--- src/rtl/xor_desc_pkg.sv ---
// Shared constants and FSM encoding for the XOR descrambler slice.
package xor_desc_pkg;

  localparam int unsigned WIDTH        = 16;
  localparam logic [15:0] POLY         = 16'hB400;  // x^16+x^14+x^13+x^11+1
  localparam logic [15:0] SEED_DEFAULT = 16'hACE1;

  typedef enum logic {
    IDLE = 1'b0,
    RUN  = 1'b1
  } state_e;

endpackage

--- src/rtl/lfsr16_adv16.sv ---
// Combinational 16-step advance of a 16-bit Galois LFSR (right-shifting form).
module lfsr16_adv16 #(
  parameter logic [15:0] POLY = xor_desc_pkg::POLY
) (
  input  logic [15:0] state_i,
  output logic [15:0] state_o
);

  // Unrolled chain of 16 single Galois steps
  always_comb begin
    logic [15:0] s;
    s = state_i;
    for (int unsigned i = 0; i < 16; i++) begin
      s = s[0] ? ({1'b0, s[15:1]} ^ POLY) : {1'b0, s[15:1]};
    end
    state_o = s;
  end

endmodule

--- src/rtl/xor_descrambler_16.sv ---
// XOR descrambler: out_data = in_data ^ LFSR keystream, valid/ready both sides,
// 1-cycle latency, full throughput.
// Optional feature: define XOR_DESCRAMBLER_PARITY_EN to add in_parity/parity_err
// (sticky even-parity check over each accepted scrambled word).
module xor_descrambler_16 #(
  parameter int unsigned WIDTH        = xor_desc_pkg::WIDTH,  // only 16 supported
  parameter logic [15:0] POLY         = xor_desc_pkg::POLY,
  parameter logic [15:0] SEED_DEFAULT = xor_desc_pkg::SEED_DEFAULT
) (
  input  logic             clk,
  input  logic             rst,
  input  logic             seed_load,
  input  logic [WIDTH-1:0] seed_in,
  input  logic             in_valid,
  output logic             in_ready,
  input  logic [WIDTH-1:0] in_data,
  output logic             out_valid,
  input  logic             out_ready,
  output logic [WIDTH-1:0] out_data,
  output logic             running,
  output logic [15:0]      word_count
`ifdef XOR_DESCRAMBLER_PARITY_EN
  ,
  input  logic             in_parity,
  output logic             parity_err
`endif
);

  import xor_desc_pkg::*;

  state_e           state_q, state_d;
  logic [15:0]      lfsr_q, lfsr_d, lfsr_adv;
  logic             out_valid_q, out_valid_d;
  logic [WIDTH-1:0] out_data_q, out_data_d;
  logic [15:0]      word_count_q, word_count_d;
  logic [15:0]      seed_eff;
  logic             accept;

  lfsr16_adv16 #(.POLY(POLY)) u_adv (
    .state_i (lfsr_q),
    .state_o (lfsr_adv)
  );

  // FSM state register
  always_ff @(posedge clk) begin
    if (rst) state_q <= IDLE;
    else     state_q <= state_d;
  end

  // FSM next state: any seed load enters (or stays in) RUN
  always_comb begin
    state_d = state_q;
    if (seed_load) state_d = RUN;
  end

  // FSM outputs: ready only when seeded and the output slot is free or draining
  always_comb begin
    running  = (state_q == RUN);
    in_ready = running && (!out_valid_q || out_ready);
  end

  assign seed_eff = (seed_in == '0) ? SEED_DEFAULT : seed_in;
  // seed_load suppresses acceptance even when in_ready is high
  assign accept   = in_valid && in_ready && !seed_load;

  // Datapath next state: seed load > accept > drain
  always_comb begin
    lfsr_d       = lfsr_q;
    out_valid_d  = out_valid_q;
    out_data_d   = out_data_q;
    word_count_d = word_count_q;
    if (seed_load) begin
      lfsr_d       = seed_eff;
      out_valid_d  = 1'b0;
      word_count_d = '0;
    end else if (accept) begin
      out_data_d   = in_data ^ lfsr_q;
      out_valid_d  = 1'b1;
      lfsr_d       = lfsr_adv;
      word_count_d = word_count_q + 16'd1;
    end else if (out_valid_q && out_ready) begin
      out_valid_d  = 1'b0;
    end
  end

  // Datapath registers
  always_ff @(posedge clk) begin
    if (rst) begin
      lfsr_q       <= SEED_DEFAULT;
      out_valid_q  <= 1'b0;
      out_data_q   <= '0;
      word_count_q <= '0;
    end else begin
      lfsr_q       <= lfsr_d;
      out_valid_q  <= out_valid_d;
      out_data_q   <= out_data_d;
      word_count_q <= word_count_d;
    end
  end

  assign out_valid  = out_valid_q;
  assign out_data   = out_data_q;
  assign word_count = word_count_q;

`ifdef XOR_DESCRAMBLER_PARITY_EN
  logic parity_err_q, parity_err_d;

  // Sticky parity error, cleared by reseeding
  always_comb begin
    parity_err_d = parity_err_q;
    if (seed_load)                                   parity_err_d = 1'b0;
    else if (accept && ((^in_data) != in_parity))    parity_err_d = 1'b1;
  end

  // Parity error register
  always_ff @(posedge clk) begin
    if (rst) parity_err_q <= 1'b0;
    else     parity_err_q <= parity_err_d;
  end

  assign parity_err = parity_err_q;
`endif

endmodule
--- config.mk ---
export PLATFORM = sky130hd
export DESIGN_NAME = xor_descrambler_16
export DESIGN_NICKNAME = d
export VERILOG_FILES = /design/src/rtl/xor_desc_pkg.sv /design/src/rtl/lfsr16_adv16.sv /design/src/rtl/xor_descrambler_16.sv
export SDC_FILE = /design/constraint.sdc
export NUM_CORES = 1
export LEC_CHECK = 0
export BUFFER_PORTS_ARGS = -buffer_cell sky130_fd_sc_hd__buf_2
export CORE_MARGIN = 3
export CORE_UTILIZATION = 53
export CTS_CLUSTER_DIAMETER = 200
export DETAILED_ROUTE_END_ITERATION = 10
export GPL_TIMING_DRIVEN = 0
export PLACE_DENSITY = 0.87
export SETUP_SLACK_MARGIN = 0.5
export SYNTH_ARGS = -nofsm -noshare
export SYNTH_HDL_FRONTEND = slang
export SYNTH_SLANG_ARGS = --single-unit
--- constraint.sdc ---
create_clock -name clk -period 2.5 [get_ports clk]
set_clock_uncertainty 0.1 [all_clocks]
set_input_delay 0.125 -clock clk [delete_from_list [all_inputs] [get_ports clk]]
set_output_delay 0.125 -clock clk [all_outputs]
set_load 0.05 [all_outputs]
==> results.yml <==
run_status:
  run_status: "completed"
global_routing:
  grt_pass1_wl_um: 11100
  grt_antenna_before_repair: 0
  grtUsageTotal: 0.225
  grt_overflow: 0
  grt_pass1_vias: 2461
  grt_max_degree: 15
synthesis:
  synth.area.top_cells: "dfxtp_1 (36%), xnor2_1 (11%), xnor3_1 (5.6%)"
  ys_top_cells_by_count: "dfxtp_1 (50), xnor2_1 (36), nor2_1 (28)"
  syn_nets: 337
  synth_edf_count: 0
  synth_area_per_cell_um2: 9.39
  ys_dominant_reg_cell: "dfxtp_1"
  syn-instance-count: 299
  netlist_area_um2: 2810
  yosysSeqAreaShare: 0.357
  synth.largest_area_cell: "dfxtp_1"
  async_flop_share: 0
  yosysMostFrequentCell: "dfxtp_1"
  yosysWarnings: 0
  ys_ff_latch: 50
  yosys.area.top_type_share: 0.357
  synthDistinctLibCells: 44
floorplanning:
  die_y_um: 78.8
  io_pins: 72
  start_util: 0.571
  core_region_area_um2: 4910
  die_area_um2: 6200
  die_x_um: 78.8
  rows: 25
layout:
  area_delta_synth_final_pct: 21.0
  drive_gt1_frac: 0.283
  fin_area_um2: 3390
  nets: 415
  diodes: 0
cts:
  cts_setup_buffers: 0
  path_clk_slew_ps: 90
  cts_root_buffer: "clkbuf_8"
  cts.sinks: 50
  cts_tree: "built"
  insertion_delay_ps: 310
  cts_buffers: 5
  cts_max_path_buffers: 2
  htreeDepth: 2
critical_path:
  r2r-start: "lfsr_q[4]"
  arrival_ps: 2100
  startpoint: "lfsr_q[4]"
  cp_data_required_time_ps: 2620
  crit_fanout: 6
  crit_path_end_kind: "flop"
  critPathKind: "flop to flop"
  cp-start-kind: "flop"
power:
  total_power_uw: 2090
  irDropWorstVdd_mv: 0.282
  powerDensity_nw_per_um2: 615
  power.leakage_uw: 0.00138
detailed_routing:
  drt_iter0_markers: 155
  drtAntennaViolNets: 0
  routed_wirelength_um: 6990
  drc_errors: 0
  via_count: 2528
  wl_per_cell_um: 15.7
  firstDrtPassIters: 4
  viasPerCell: 5.68
sta:
  setup_tns_ps: 0
  final_hold_viol_count: 0
  slew_violations: 0
  rsz0062_at_grt: "true"
  hold_ws_ps: 13.2
  tightest_slew_ps: 520
  relSlewSlack: 0.650
  setup_violations: 0
  max_freq_mhz: 504
  post-route-period-util: 0.793
  fin_crit_ps: 1980
worst_hold_path:
  hold_start: "in_data[5]"
  hold_class: "input pin to flop"
flow_run:
  max_cap_violations: 0
place:
  dp_hpwl_um: 5240
  port-buffer-count: 70
  dpl_cell_area_um2: 3250
  gp_congestion: 0.838
cells in the final DEF (no fill, tap or decap), types with 8 or more instances in the layout:
cell      synthesis  final
a211oi_1         19     19
a21oi_1          20     20
buf_2             2     73
clkbuf_1         18     17
dfxtp_1          50     41
dfxtp_2           0      9
inv_1            12     12
nor2_1           28     28
o21ai_0           8      8
o31ai_1          11     11
or4_1             9      9
xnor2_1          36     36
final cells by class:
type	count	area [µm²]
buffer	28	174
clock buffer	7	76.3
clock inverter	1	30.0
fill	378	1520
inverter	13	48.8
multi-input combinational	208	1610
sequential	50	1010
tap	67	83.8
timing repair buffer	71	360
power by group:
group	switching, µW	total, µW	internal, µW
Combinational	328	647	318
Clock	269	569	300
Sequential	31.8	872	840
Total	629	2090	1460
path summary, 6_finish.rpt:
kind / slack, ps / to / cells after the start
setup reg to reg: 520 / lfsr_q[12] / 5
hold reg to reg: 380 / word_count[15] / 2
setup / recovery: 520 / lfsr_q[12] / 5
hold / removal: 10 / out_data[5] / 3
through the flow:
stage                     setup WS, ps  utilization  instances
final                              517        0.691        445
after global routing               452        0.691        445
after CTS                          454        0.687        445
after detailed placement           465        0.662        436
after global placement             524        0.662        436
after floorplan                    507            -        299
kinds of logic (layout without fill, tap and decap cells):
group	after synthesis	count (layout)	synth area share
and+or+nand+nor	79	79	0.153
AOI/OAI and AO/OA	74	74	0.180
xor gates and xnor gates	52	52	0.221
DFF	50	50	0.357
buffers and inverters	41	120	0.0780
muxes	2	2	0.00713
adders and majority gates	1	1	0.00446
routing by layer:
layer / up-vias / part of all wire / global-route usage
met5: - / 0 / 0
met4: 0 / 0.028 / 0.0962
met3: 26 / 0.075 / 0.0624
met2: 108 / 0.48 / 0.380
met1: 1157 / 0.42 / 0.267
li1: 1237 / - / -
flip-flops by register name, indices dropped and copies added (netlist names):
register,flops
lfsr_q,16
out_valid,1
word_count,16
running,1
out_data,16
timing repair:
action,in CTS,in global routing
cloned,0,0
hold buffers,1,0
endpoints found under the hold margin,1,0
setup endpoints to repair,8,10
pin swaps,1,0
gates resized for setup,1,10
critical path: stages (launching register included):
cell	delay [ps]
dfxtp_1	320
buf_6	130
xor3_2	410
xor3_1	380
or3_1	310
a311oi_1	250
(Power assumes the default switching activity.)
